File: config.mk
export PLATFORM = sky130hd
export DESIGN_NAME = mem_bus_ctrl
export DESIGN_NICKNAME = d
export VERILOG_FILES = /design/src/rtl/mem_bus_ctrl.sv
export SDC_FILE = /design/constraint.sdc
export NUM_CORES = 1
export LEC_CHECK = 0
export CAP_MARGIN = 20
export CORE_AREA = 2 2 97 136
export CTS_BUF_LIST = sky130_fd_sc_hd__clkbuf_2 sky130_fd_sc_hd__clkbuf_4 sky130_fd_sc_hd__clkbuf_8
export CTS_CLUSTER_SIZE = 24
export DETAILED_ROUTE_END_ITERATION = 10
export DIE_AREA = 0 0 99 138
export GPL_ROUTABILITY_DRIVEN = 0
export GPL_TIMING_DRIVEN = 0
export PLACE_DENSITY = 0.87
export SYNTH_ARGS = -nofsm -noshare
export SYNTH_HDL_FRONTEND = slang
export SYNTH_SLANG_ARGS = --single-unit
export TNS_END_PERCENT = 10
File: constraint.sdc
create_clock -name clk -period 2.06 [get_ports clk]
set_input_delay 0.309 -clock clk [delete_from_list [all_inputs] [get_ports clk]]
set_output_delay 0.309 -clock clk [all_outputs]
set_load 0.01 [all_outputs]
File: src/rtl/mem_bus_ctrl.sv
// Purpose: bridges core load/store requests onto a word-wide memory port with lane steering and load extension.
// Latency: request sampled at edge N, mem_req in cycle N+1, mem_response in cycle N+2 when mem_ready is high.
// Backpressure: waits in ACCESS on mem_ready up to TIMEOUT cycles; holds in RELEASE until the core drops its request.
module mem_bus_ctrl #(
  parameter int TIMEOUT = 255
) (
  input  logic        clk,
  input  logic        resetn,
  input  logic        mem_read,
  input  logic        mem_write,
  input  logic [2:0]  option,
  input  logic [31:0] address,
  input  logic [31:0] write_data,
  output logic        mem_response,
  output logic [31:0] read_data,
  output logic        mem_error,
  output logic        mem_req,
  output logic        mem_we,
  output logic [31:0] mem_addr,
  output logic [31:0] mem_wdata,
  output logic [3:0]  mem_be,
  input  logic        mem_ready,
  input  logic [31:0] mem_rdata
);

  // Counter wide enough to hold the value TIMEOUT itself.
  localparam int CW = (TIMEOUT < 2) ? 1 : $clog2(TIMEOUT + 1);

  localparam logic [2:0] OPT_B  = 3'b000;
  localparam logic [2:0] OPT_H  = 3'b001;
  localparam logic [2:0] OPT_W  = 3'b010;
  localparam logic [2:0] OPT_BU = 3'b100;
  localparam logic [2:0] OPT_HU = 3'b101;

  typedef enum logic [1:0] {
    IDLE    = 2'd0,
    ACCESS  = 2'd1,
    RESP    = 2'd2,
    RELEASE = 2'd3
  } state_t;

  state_t          state;
  logic [CW-1:0]   tcnt;
  logic [CW-1:0]   tcnt_nxt;
  logic [2:0]      opt_q;
  logic [1:0]      off_q;

  logic            req_bad;
  logic [31:0]     st_wdata;
  logic [3:0]      st_be;
  logic [7:0]      ld_byte;
  logic [15:0]     ld_half;
  logic [31:0]     ld_value;

  assign tcnt_nxt = tcnt + 1'b1;

  // Classify the incoming request: undefined option or misaligned address is rejected without a memory access.
  always_comb begin
    req_bad = 1'b0;
    case (option)
      OPT_B, OPT_BU: req_bad = 1'b0;
      OPT_H, OPT_HU: req_bad = address[0];
      OPT_W:         req_bad = (address[1:0] != 2'b00);
      default:       req_bad = 1'b1;
    endcase
  end

  // Replicate store data across lanes and pick the byte enables from the low address bits.
  always_comb begin
    st_wdata = write_data;
    st_be    = 4'b1111;
    case (option[1:0])
      2'b00: begin
        st_wdata = {4{write_data[7:0]}};
        st_be    = 4'b0001 << address[1:0];
      end
      2'b01: begin
        st_wdata = {2{write_data[15:0]}};
        st_be    = address[1] ? 4'b1100 : 4'b0011;
      end
      default: begin
        st_wdata = write_data;
        st_be    = 4'b1111;
      end
    endcase
  end

  // Pull the addressed byte/halfword out of the returned word and extend it per the latched access type.
  always_comb begin
    ld_byte = mem_rdata[7:0];
    case (off_q)
      2'd0: ld_byte = mem_rdata[7:0];
      2'd1: ld_byte = mem_rdata[15:8];
      2'd2: ld_byte = mem_rdata[23:16];
      default: ld_byte = mem_rdata[31:24];
    endcase
    ld_half  = off_q[1] ? mem_rdata[31:16] : mem_rdata[15:0];
    ld_value = mem_rdata;
    case (opt_q)
      OPT_B:   ld_value = {{24{ld_byte[7]}}, ld_byte};
      OPT_BU:  ld_value = {24'd0, ld_byte};
      OPT_H:   ld_value = {{16{ld_half[15]}}, ld_half};
      OPT_HU:  ld_value = {16'd0, ld_half};
      default: ld_value = mem_rdata;
    endcase
  end

  // Request FSM; every core- and memory-facing output is a flop so reset clears them without an edge.
  always_ff @(posedge clk or negedge resetn) begin
    if (!resetn) begin
      state        <= IDLE;
      tcnt         <= '0;
      opt_q        <= 3'b000;
      off_q        <= 2'b00;
      mem_response <= 1'b0;
      mem_error    <= 1'b0;
      mem_req      <= 1'b0;
      mem_we       <= 1'b0;
      mem_be       <= 4'b0000;
      mem_addr     <= 32'd0;
      mem_wdata    <= 32'd0;
      read_data    <= 32'd0;
    end else begin
      mem_response <= 1'b0;
      mem_error    <= 1'b0;
      case (state)
        IDLE: begin
          if (mem_read || mem_write) begin
            opt_q     <= option;
            off_q     <= address[1:0];
            mem_addr  <= {address[31:2], 2'b00};
            mem_wdata <= st_wdata;
            mem_be    <= st_be;
            tcnt      <= '0;
            if (req_bad) begin
              state        <= RESP;
              mem_response <= 1'b1;
              mem_error    <= 1'b1;
            end else begin
              state   <= ACCESS;
              mem_req <= 1'b1;
              // Store wins when the core raises both strobes.
              mem_we  <= mem_write;
            end
          end
        end
        ACCESS: begin
          if (mem_ready) begin
            mem_req      <= 1'b0;
            mem_we       <= 1'b0;
            state        <= RESP;
            mem_response <= 1'b1;
            if (!mem_we) begin
              read_data <= ld_value;
            end
          end else if (tcnt_nxt == CW'(TIMEOUT)) begin
            tcnt         <= tcnt_nxt;
            mem_req      <= 1'b0;
            mem_we       <= 1'b0;
            state        <= RESP;
            mem_response <= 1'b1;
            mem_error    <= 1'b1;
          end else begin
            tcnt <= tcnt_nxt;
          end
        end
        RESP: begin
          state <= RELEASE;
        end
        RELEASE: begin
          // The core keeps its strobe up until it sees the response; wait for it to let go.
          if (!mem_read && !mem_write) begin
            state <= IDLE;
          end
        end
        default: state <= IDLE;
      endcase
    end
  end

endmodule

# == After elaboration in Yosys (flattened, before gate mapping) ==
# Index checks and enable logic that the tools add are counted.
# classes
add_sub_neg,1
multipliers,0
n_div,0
magnitude_cmp,0
eq_ne,19
shift,1
n_mux,31
bitwise,1
n_reduce_logical,18
# ops
operator,n
case mux 32 bit (4 select lines),1
case mux 32 bit (2 select lines),1
case mux 8 bit (3 select lines),1
2-to-1 mux 16 bit,1
2-to-1 mux 8 bit,2
case mux 8 bit (2 select lines),1
equality test 3 bit (second input constant),4
2-to-1 mux 1 bit,11
2-to-1 mux 2 bit,5
AND reduction 3 bit,3
adder 8 x 1 -> 8 bit (second input constant),1
equality test 8 bit (second input constant),1
inequality test 2 bit (second input constant),4
case mux 1 bit (2 select lines),4
case mux 2 bit (4 select lines),1
case mux 4 bit (2 select lines),1
equality test 2 x 1 -> 1 bit (second input constant),3
equality test 2 bit (second input constant),3
equality test 3 x 1 -> 1 bit (second input constant),2
zero test 2 bit,3
zero test 3 bit,2
2-to-1 mux 4 bit,1
AND reduction 4 bit,1
nonzero test 2 bit,2
10 further kinds,12
# totals
reg_bits,117
latchBits,0
mem_bits_rw,0
romBits,0
n_memories,0

# == Depth between registers and ports, before layout ==
# Gate-level depths: netlist of run 1.
# depth
word_depth,6
depth_mapped,8

# == Least setup slack after synthesis of run 1 ==
# OpenSTA, ideal clock, no wires.
# synth_path
kind,register to register
start,reg state[0]
end,reg opt_q[1]
t_arrival_ns,1.705
required_time_ns,1.994
slack_ns,0.289
stages_incl_launch_ff,9
path_buffers,3
cell_sequence,dfrtp_1 > inv_1 > ha_1 > clkbuf_1 > nor2b_1 > clkbuf_1 > clkbuf_1 > nand2_1 > nand2_1
# synth_between
elab_chain_len,2
# synth_rtl
element,line_no,text
start: declaration,42,state_t state;
start signal: assignment,111,state <= IDLE;
start signal: assignment,136,state <= RESP;
start signal: assignment,140,state <= ACCESS;
zero test 2 bit,126,case (state)
AND reduction 2 bit (no line),n/a,
end signal: assignment,129,opt_q <= option;
end: declaration,45,logic [2:0] opt_q;
# No other way between the ends.
# A chain may end at the register's enable or synchronous reset.

# == Worst setup path after layout of run 1 ==
# layout_path
start,reg off_q[1]
end,reg read_data[24]
# layout_between
elab_chain_len,3
elab_cells_between_ends,6
classes_between,eq/ne (2); mux (3); reduce/logical (1)
# layout_rtl
element,line_no,text
start: declaration,46,logic [1:0] off_q;
start signal: assignment,130,off_q <= address[1:0];
equality test 2 bit (tied with other cells),91,case (off_q)
case mux 8 bit (3 select lines),91,
case mux 32 bit (4 select lines) (*),99,case (opt_q)
end signal: assignment,154,read_data <= ld_value;
end: declaration,15,"output logic [31:0] read_data,"
# Every way passes the cells marked *; elsewhere a longest branch is shown, timed or not.

==> results.yml, run 1 <==
critical_path:
  crit_arrival_ns: 2.29
  crit_required_ns: 2.36
  start_kind: "register"
  cp_max_fo: 10
  r2r_cells: 7
  critPathKind: "reg -> reg"
  end_kind: "register"
logic_synthesis:
  ys_seq_area_share_pct: 52.20
  yosysWarnings: 0
  synth_edf_count: 0
  synth_cells: 633
  synth-adder-area-share_pct: 1.338
  synth_area_um2: 5609
  syn_area_per_cell_um2: 8.861
  async_flop_share_pct: 100.0
  synth_xor_area_share_pct: 0.1561
  synth.distinct_cells: 51
  synth_compound_area_share_pct: 14.86
  synth_mux_area_share_pct: 7.004
  yosys.area_share.simple_pct: 20.66
  synth_top_family_by_area: "simple AND/OR/NAND/NOR gates"
  synth_ff_type: "dfrtp_1"
  synth_seq_cells: 117
power_and_ir_drop:
  p_leak_nw: 3.699
  p_per_area_nw_per_um2: 1426
  combinationalPowerShare_pct: 49.1
  power.internal_mw: 7.356
  swShare_pct: 37.84
  power_frac_clock_pct: 17.3
  seqPwrFrac_pct: 33.6
  ir_drop_mv: 0.7382
  power.switching_mw: 4.478
global_routing:
  first_global_vias: 5289
  antenna_found_initial: 0
  grt_max_degree: 80
  grt_use_total_pct: 25.30
  grt_pass1_wl_um: 27550
  overflow: 0
sta:
  hold_viol: 0
  finalClockSkew_ns: 0.006505
  rsz0062_at_grt: "true"
  slew_headroom_pct: 41.82
  max_freq_mhz: 502.8
  worst_slack_ns: 0.07131
  finalSetupViolations: 0
  finalCriticalPeriod_ns: 1.989
  hold_slack_ns: 0.3543
  finalMaxSlewViolations: 0
  worstMarginPinSlew_ns: 0.8695
  min_period_over_period_pct: 96.54
floorplan:
  die_y_um: 138
  die_w_um: 99
  start_util_pct: 44.63
  fp-row-count: 49
  design.die.area_um2: 13660
  coreArea_um2: 12570
  io-pin-count: 208
layout:
  drive_gt1_share_pct: 7.118
  syn2layout_area_growth_pct: 47.96
  fin_area_um2: 8299
  layout.nets: 970
  final_common_cell: "clkdlybuf4s50_1"
  finalNonFillerCells: 1024
  most-common-layout-cells: "clkdlybuf4s50_1, nand2_1, dfrtp_1, nor2_1, o21ai_0"
  diodes: 0
drt:
  ant_nets: 0
  drtIter0Drc: 312
  dr.pass1.iters: 5
  drt_drc_violations_left: 0
  avgViaCountPerCell: 5.316
  wl_um: 17180
  wl_per_cell_um: 16.78
  vias: 5444
clocking:
  cts_made_buffers: 17
  clkLatencyLatePin_ns: 0.42
  cts_sinks: 117
  clockBufferDepth: 2
  clockRootBuffer: "clkbuf_8"
  clk_pin_slew_ns: 0.07
  cts-htree-levels: 4
  cts_tree: "done"
  post-cts-setup-buffers: 0
place:
  dp_hpwl_um: 12490
  pre_cts_slack_ns: -0.6224
  dp.cells: 993
  placed_area_um2: 7885
  port_buffers: 205
min_path:
  hp-class: "in -> async"
outcome:
  outcome: "finished, final reports clean"
flow_run:
  cap_viol_max_count: 0
power by group through the flow:
stage / clock network [mW] / logic, mW / registers, mW
final: 2.05 / 5.82 / 3.97
after global routing: 2.20 / 6.37 / 4.09
after CTS: 2.09 / 5.84 / 3.97
after detailed placement: 0 / 5.80 / 4.00
after global placement: 0 / 5.67 / 3.95
after floorplan: 0 / 2.35 / 4.39
Yosys cell counts, types with 2 or more instances:
cell	count	share of area, %
o41ai_1	3	0.47
and2_1	2	0.22
nand2_1	196	13
nor4_1	2	0.22
nand2b_1	5	0.56
ha_1	6	1.3
a2bb2oi_1	7	1.1
dfrtp_1	117	52
o211ai_1	5	0.67
a21o_1	2	0.27
o21ai_0	50	4.5
buf_2	2	0.18
a22o_1	2	0.31
mux2i_1	37	6.6
o21ai_1	2	0.18
or3_1	2	0.22
o21a_1	2	0.27
a21oi_1	40	3.6
nor2b_1	2	0.22
inv_1	10	0.67
buf_4	6	0.80
a211oi_1	7	0.94
clkbuf_1	28	1.9
buf_1	3	0.20
nand3_1	3	0.27
a31oi_1	8	0.89
nand4_1	2	0.22
nor2_1	54	3.6
o31ai_1	3	0.40
nand3b_1	4	0.54
kinds of logic after synthesis:
group           after synthesis
compound gates              140
other cells                   1
xor+xnor                      1
mux                          38
flops                       117
fa+ha+maj                     6
buf+inv                      49
simple gates                281
area by class of cell:
cell class              count  area [um^2]
plain buffers              39        185.2
clock buffers              20        269.0
clock inverters            10        107.6
fillers                  1002         4269
inverters                  10        37.54
multi-input cells         468         2490
flip-flops and latches    117         2928
well taps                 153        191.4
repair buffers            207         2091
per-layer routing:
metal	up-vias	GRT usage, %	routed length [um]
li1	2588	-	-
met5	-	0	0
met1	2585	30.18	6557
met2	235	42.82	8769
met3	36	7.027	1322
met4	0	10.31	534
final timing paths:
kind	start	end	slack, ns
max	off_q[1]$_DFFE_PN0P_	read_data[24]$_DFFE_PN0P_	0.07
min	resetn	read_data[21]$_DFFE_PN0P_	0.35
max reg2reg	off_q[1]$_DFFE_PN0P_	read_data[24]$_DFFE_PN0P_	0.07
min reg2reg	mem_wdata[1]$_DFFE_PN0P_	mem_wdata[1]$_DFFE_PN0P_	0.47
max in group asynchronous	resetn	mem_addr[20]$_DFFE_PN0P_	0.98
min in group clk	address[15]	mem_addr[15]$_DFFE_PN0P_	0.41
worst max-delay path, stage by stage, from the launching register on:
cell	delay (ns)
dfrtp_1	0.32
buf_4	0.19
mux4_2	0.56
nand3b_1	0.11
a21oi_1	0.10
nor2_4	0.25
buf_4	0.24
a21oi_1	0.09
timing repair:
item,in CTS,in global routing
hold buffers,1,0
hold endpoints to repair,38,0
pin swaps,0,1
setup endpoints to repair,62,65
gates cloned,0,0
gates resized for setup,6,14
sequential cells by signal (all words and copies together), names as in the netlist, 2 cells and up:
name,count
mem_addr,30
off_q,2
read_data,32
mem_be,4
tcnt,8
mem_wdata,32
state,2
opt_q,3
per-stage QoR:
stage	power [mW]	setup TNS [ns]	util, %
2_1_floorplan	6.734	0	-
3_3_place_gp	9.623	-482.49	62.51
3_5_place_dp	9.799	-22.10	62.74
4_1_cts	11.90	-1.569	65.88
5_1_grt	12.65	-0.2679	66.03
6_report	11.83	0	66.03
(Power assumes the default switching activity.)
==> inputs of run 2 (changes only) <==
Settings changed: GPL_TIMING_DRIVEN 0 to default, PLACE_DENSITY 0.87 to default, PLACE_DENSITY_LB_ADDON from default to 0.3.
==> results.yml, run 2 (same netlist as run 1, synthesis figures left out) <==
global_routing:
  antenna_found_initial: 0
  gr-usage-met3_pct: 9.252
  grt_use_total_pct: 24.84
  overflow: 0
  use_met1_pct: 28.19
  grt_busiest_layer: "met2"
  use_met2_pct: 42.11
  grt_max_degree: 100
  grt_pass1_wl_um: 27190
  first_global_vias: 5510
min_path:
  hp-class: "in -> async"
critical_path:
  cp_top_family: "compound AO/OA/AOI/OAI gates"
  crit_required_ns: 2.40
  cp_cell_sequence: "nand2_1 > or3_1 > a221o_1 > a21oi_2 > mux2i_1"
  crit_arrival_ns: 2.29
  start_kind: "register"
  cp_max_fo: 9
  end_kind: "register"
  critical-path-max-stage-delay_ns: 0.49
  critPathSlowestCell: "dfrtp_1"
  critPathKind: "reg -> reg"
  critPathBufInv: 0
floorplan:
  fp-row-count: 49
  die_y_um: 138
  io-pin-count: 208
  design.die.area_um2: 13660
  die_w_um: 99
  start_util_pct: 44.63
  coreArea_um2: 12570
drt:
  vias: 5329
  wl_per_cell_um: 16.72
  ant_nets: 0
  drt_drc_violations_left: 0
  drtIter0Drc: 187
  avgViaCountPerCell: 5.287
  wl_um: 16850
  dr.pass1.iters: 4
layout:
  final_common_cell: "clkdlybuf4s50_1"
  fin_area_um2: 8384
  reg_top3: "mem_wdata x32, read_data x32, mem_addr x30"
  finish.utilization_pct: 66.71
  syn2layout_area_growth_pct: 49.48
  nFillCells: 1000
  most-common-layout-cells: "clkdlybuf4s50_1, nand2_1, dfrtp_1, nor2_1, o21ai_0"
  diodes: 0
  layout.nets: 952
  finalNonFillerCells: 1008
  drive_gt1_share_pct: 7.953
power_and_ir_drop:
  p_leak_nw: 3.739
  ir_drop_mv: 0.8278
  combinationalPowerShare_pct: 47.5
  p_per_area_nw_per_um2: 1444
  power_mw: 12.11
  power.internal_mw: 7.642
  seqPwrFrac_pct: 33.0
  power.switching_mw: 4.468
  swShare_pct: 36.90
  power_frac_clock_pct: 19.4
sta:
  finalClockSkew_ns: 0.01155
  finalMaxSlewViolations: 0
  max_freq_mhz: 513.5
  finalCriticalPeriod_ns: 1.948
  finalSetupViolations: 0
  min_period_over_period_pct: 94.54
  worst_slack_ns: 0.1125
  rsz0062_at_grt: "false"
  worstMarginPinSlew_ns: 0.5849
  hold_slack_ns: 0.2238
  hold_viol: 0
  finalSetupTns_ns: 0
  slew_headroom_pct: 60.84
clocking:
  cts_made_buffers: 17
  cts_sinks: 117
  clockBufferDepth: 2
  cts_tree: "done"
  clkLatencyLatePin_ns: 0.43
  clk_pin_slew_ns: 0.07
  clockRootBuffer: "clkbuf_8"
  cts-htree-levels: 4
place:
  dp.cells: 973
  placed_area_um2: 7914
  pre_cts_slack_ns: -0.08251
  dp_hpwl_um: 12360
  port_buffers: 205
outcome:
  outcome: "finished, final reports clean"
flow_run:
  cap_viol_max_count: 0
## run 2: worst reg2reg max path, cell delays in order (launching register included)
cell,delay (ns)
dfrtp_1,0.49
nand2_1,0.18
or3_1,0.35
a221o_1,0.40
a21oi_2,0.22
mux2i_1,0.23
## run 2: layout make-up
cell class	count	area, um^2	area share (%)
flip-flops and latches	117	2929	34.94
multi-input cells	468	2497	29.79
repair buffers	228	2287	27.28
clock buffers	20	262.8	3.134
well taps	153	191.4	2.283
clock inverters	12	178.9	2.134
inverters	10	37.54	0.4477
## run 2: final timing paths
| path | from | to | slack, ns | depth (start not counted) |
|---|---|---|---|---|
| worst max-delay path | tcnt[1]$_DFFE_PN0P_ | state[0]$_DFFE_PN0P_ | 0.11 | 5 |
| worst max register to register | tcnt[1]$_DFFE_PN0P_ | state[0]$_DFFE_PN0P_ | 0.11 | 5 |
| max in group asynchronous | resetn | tcnt[0]$_DFFE_PN0P_ | 1.29 | 3 |
| min in group clk | address[14] | mem_addr[14]$_DFFE_PN0P_ | 0.39 | 3 |
| worst min register to register | mem_addr[8]$_DFFE_PN0P_ | mem_addr[8]$_DFFE_PN0P_ | 0.48 | 2 |
| worst min-delay path | resetn | read_data[3]$_DFFE_PN0P_ | 0.22 | 2 |
## run 2: power groups by stage
stage	Clock (mW)	Combinational, mW	Sequential [mW]
3_5_place_dp	0	5.78	4.03
5_1_grt	2.53	6.31	4.13
6_report	2.35	5.76	4.00
4_1_cts	2.39	5.80	4.00
2_1_floorplan	0	2.35	4.39
3_3_place_gp	0	5.60	3.98
## run 2: what timing repair did
| action | CTS | global route |
|---|---|---|
| setup buffers | 0 | 2 |
| hold buffers | 1 | 0 |
| endpoints found under the setup margin | 0 | 20 |
| resized for setup | 0 | 2 |
| hold endpoints to repair | 117 | 0 |
## run 2: routing by layer
layer	up-vias	wire length, um
met4	0	403
met5	-	0
met2	222	8526
met1	2523	6512
met3	35	1411
li1	2549	-
==> inputs of run 3 (changes only) <==
Settings changed: CORE_AREA 2 2 97 136 to 2 2 109 153, DIE_AREA 0 0 99 138 to 0 0 111 155.
==> results.yml, run 3 (same netlist as run 1, synthesis figures left out) <==
outcome:
  outcome: "finished, final reports clean"
floorplan:
  io-pin-count: 208
  coreArea_um2: 15900
  start_util_pct: 35.29
  design.die.area_um2: 17210
  fp-row-count: 55
  die_w_um: 111
  die_y_um: 155
min_path:
  hp-class: "in -> async"
drt:
  avgViaCountPerCell: 4.889
  drt_drc_violations_left: 0
  dr.pass1.iters: 4
  vias: 5182
  ant_nets: 0
  wl_per_cell_um: 15.98
  wl_um: 16940
  drtIter0Drc: 230
flow_run:
  cap_viol_max_count: 0
clocking:
  clockRootBuffer: "clkbuf_8"
  clk_pin_slew_ns: 0.08
  cts_tree: "done"
  cts_made_buffers: 17
  post-cts-setup-buffers: 0
  cts_sinks: 117
  cts-htree-levels: 4
  clkLatencyLatePin_ns: 0.42
  clockBufferDepth: 2
layout:
  layout.nets: 960
  diodes: 0
  finalNonFillerCells: 1060
  drive_gt1_share_pct: 8.479
  reg_top3: "mem_wdata x32, read_data x32, mem_addr x30"
  most-common-layout-cells: "clkdlybuf4s50_1, nand2_1, dfrtp_1, nor2_1, o21ai_0"
  syn2layout_area_growth_pct: 52.02
  final_common_cell: "clkdlybuf4s50_1"
  nFillCells: 1469
sta:
  finalSetupTns_ns: 0
  min_period_over_period_pct: 92.05
  finalMaxSlewViolations: 0
  finalCriticalPeriod_ns: 1.896
  worst_slack_ns: 0.1637
  rsz0062_at_grt: "false"
  hold_viol: 0
  slew_headroom_pct: 58.19
  max_freq_mhz: 527.4
  finalClockSkew_ns: 0.01381
  worstMarginPinSlew_ns: 0.6243
  finalSetupViolations: 0
  hold_slack_ns: 0.3604
critical_path:
  crit_arrival_ns: 2.23
  r2r_start: "tcnt[3]$_DFFE_PN0P_"
  end_kind: "register"
  start_kind: "register"
  cp-startpoint: "tcnt[3]$_DFFE_PN0P_"
  critPathKind: "reg -> reg"
  cp_max_fo: 9
  crit_required_ns: 2.39
global_routing:
  antenna_found_initial: 0
  grt_pass1_wl_um: 27620
  grt_max_degree: 52
  first_global_vias: 5176
  grt_use_total_pct: 20.01
  overflow: 0
power_and_ir_drop:
  ir_drop_mv: 0.6383
  p_per_area_nw_per_um2: 1424
  p_leak_nw: 3.783
place:
  port_buffers: 205
  dp.cells: 1029
  dp_hpwl_um: 12440
  pre_cts_slack_ns: 0.02959
run 3: where the power goes:
part / internal [mW] / leakage [nW] / switching [mW]
combinational: 3.02 / 2.14 / 2.85
sequential: 3.36 / 1.43 / 0.623
clock: 1.31 / 0.204 / 0.988
total: 7.68 / 3.78 / 4.46
run 3: area by class of cell:
type                            count  area, um^2  area share (%)
Tap cell                          199       249.0           2.920
Clock inverter                     13       183.9           2.157
Clock buffer                       17       234.0           2.744
Timing Repair Buffer              236        2397           28.11
Multi-Input combinational cell    468        2497           29.29
Sequential cell                   117        2928           34.34
Inverter                           10       37.54          0.4402
run 3: repair_timing:
action,4_1_cts,5_1_grt
resized for setup,0,1
hold buffers,1,0
endpoints found under the setup margin,0,2
endpoints found under the hold margin,25,0
run 3: path summary, 6_finish.rpt:
check	to	slack, ns	cells after the start
worst min register to register	mem_addr[11]$_DFFE_PN0P_	0.47	2
max in group asynchronous	mem_addr[26]$_DFFE_PN0P_	1.08	3
worst min-delay path	tcnt[2]$_DFFE_PN0P_	0.36	2
worst max register to register	state[0]$_DFFE_PN0P_	0.16	5
worst max-delay path	state[0]$_DFFE_PN0P_	0.16	5
min in group clk	mem_addr[28]$_DFFE_PN0P_	0.41	3
run 3: metal layers:
layer,up-vias,global-route usage (%),wire length (um)
li1,2561,-,-
met1,2448,24.62,7070
met2,161,34.39,8614
met3,12,5.454,1023
met4,0,6.131,231
met5,-,0,0
run 3: worst max-delay path: stages, from the launching register on:
cell     delay [ns]
dfrtp_1        0.49
nand3_2        0.15
or3_1          0.36
a221o_1        0.39
a21oi_2        0.22
mux2i_1        0.20
run 3: stage by stage:
step           area (um^2)  util [%]  total power [mW]
3_3_place_gp          8097     50.93             9.865
3_5_place_dp          8097     50.93             9.964
2_1_floorplan         5613         -             6.734
5_1_grt               8527     53.64             13.07
6_report              8527     53.64             12.14
4_1_cts               8524     53.62             12.31
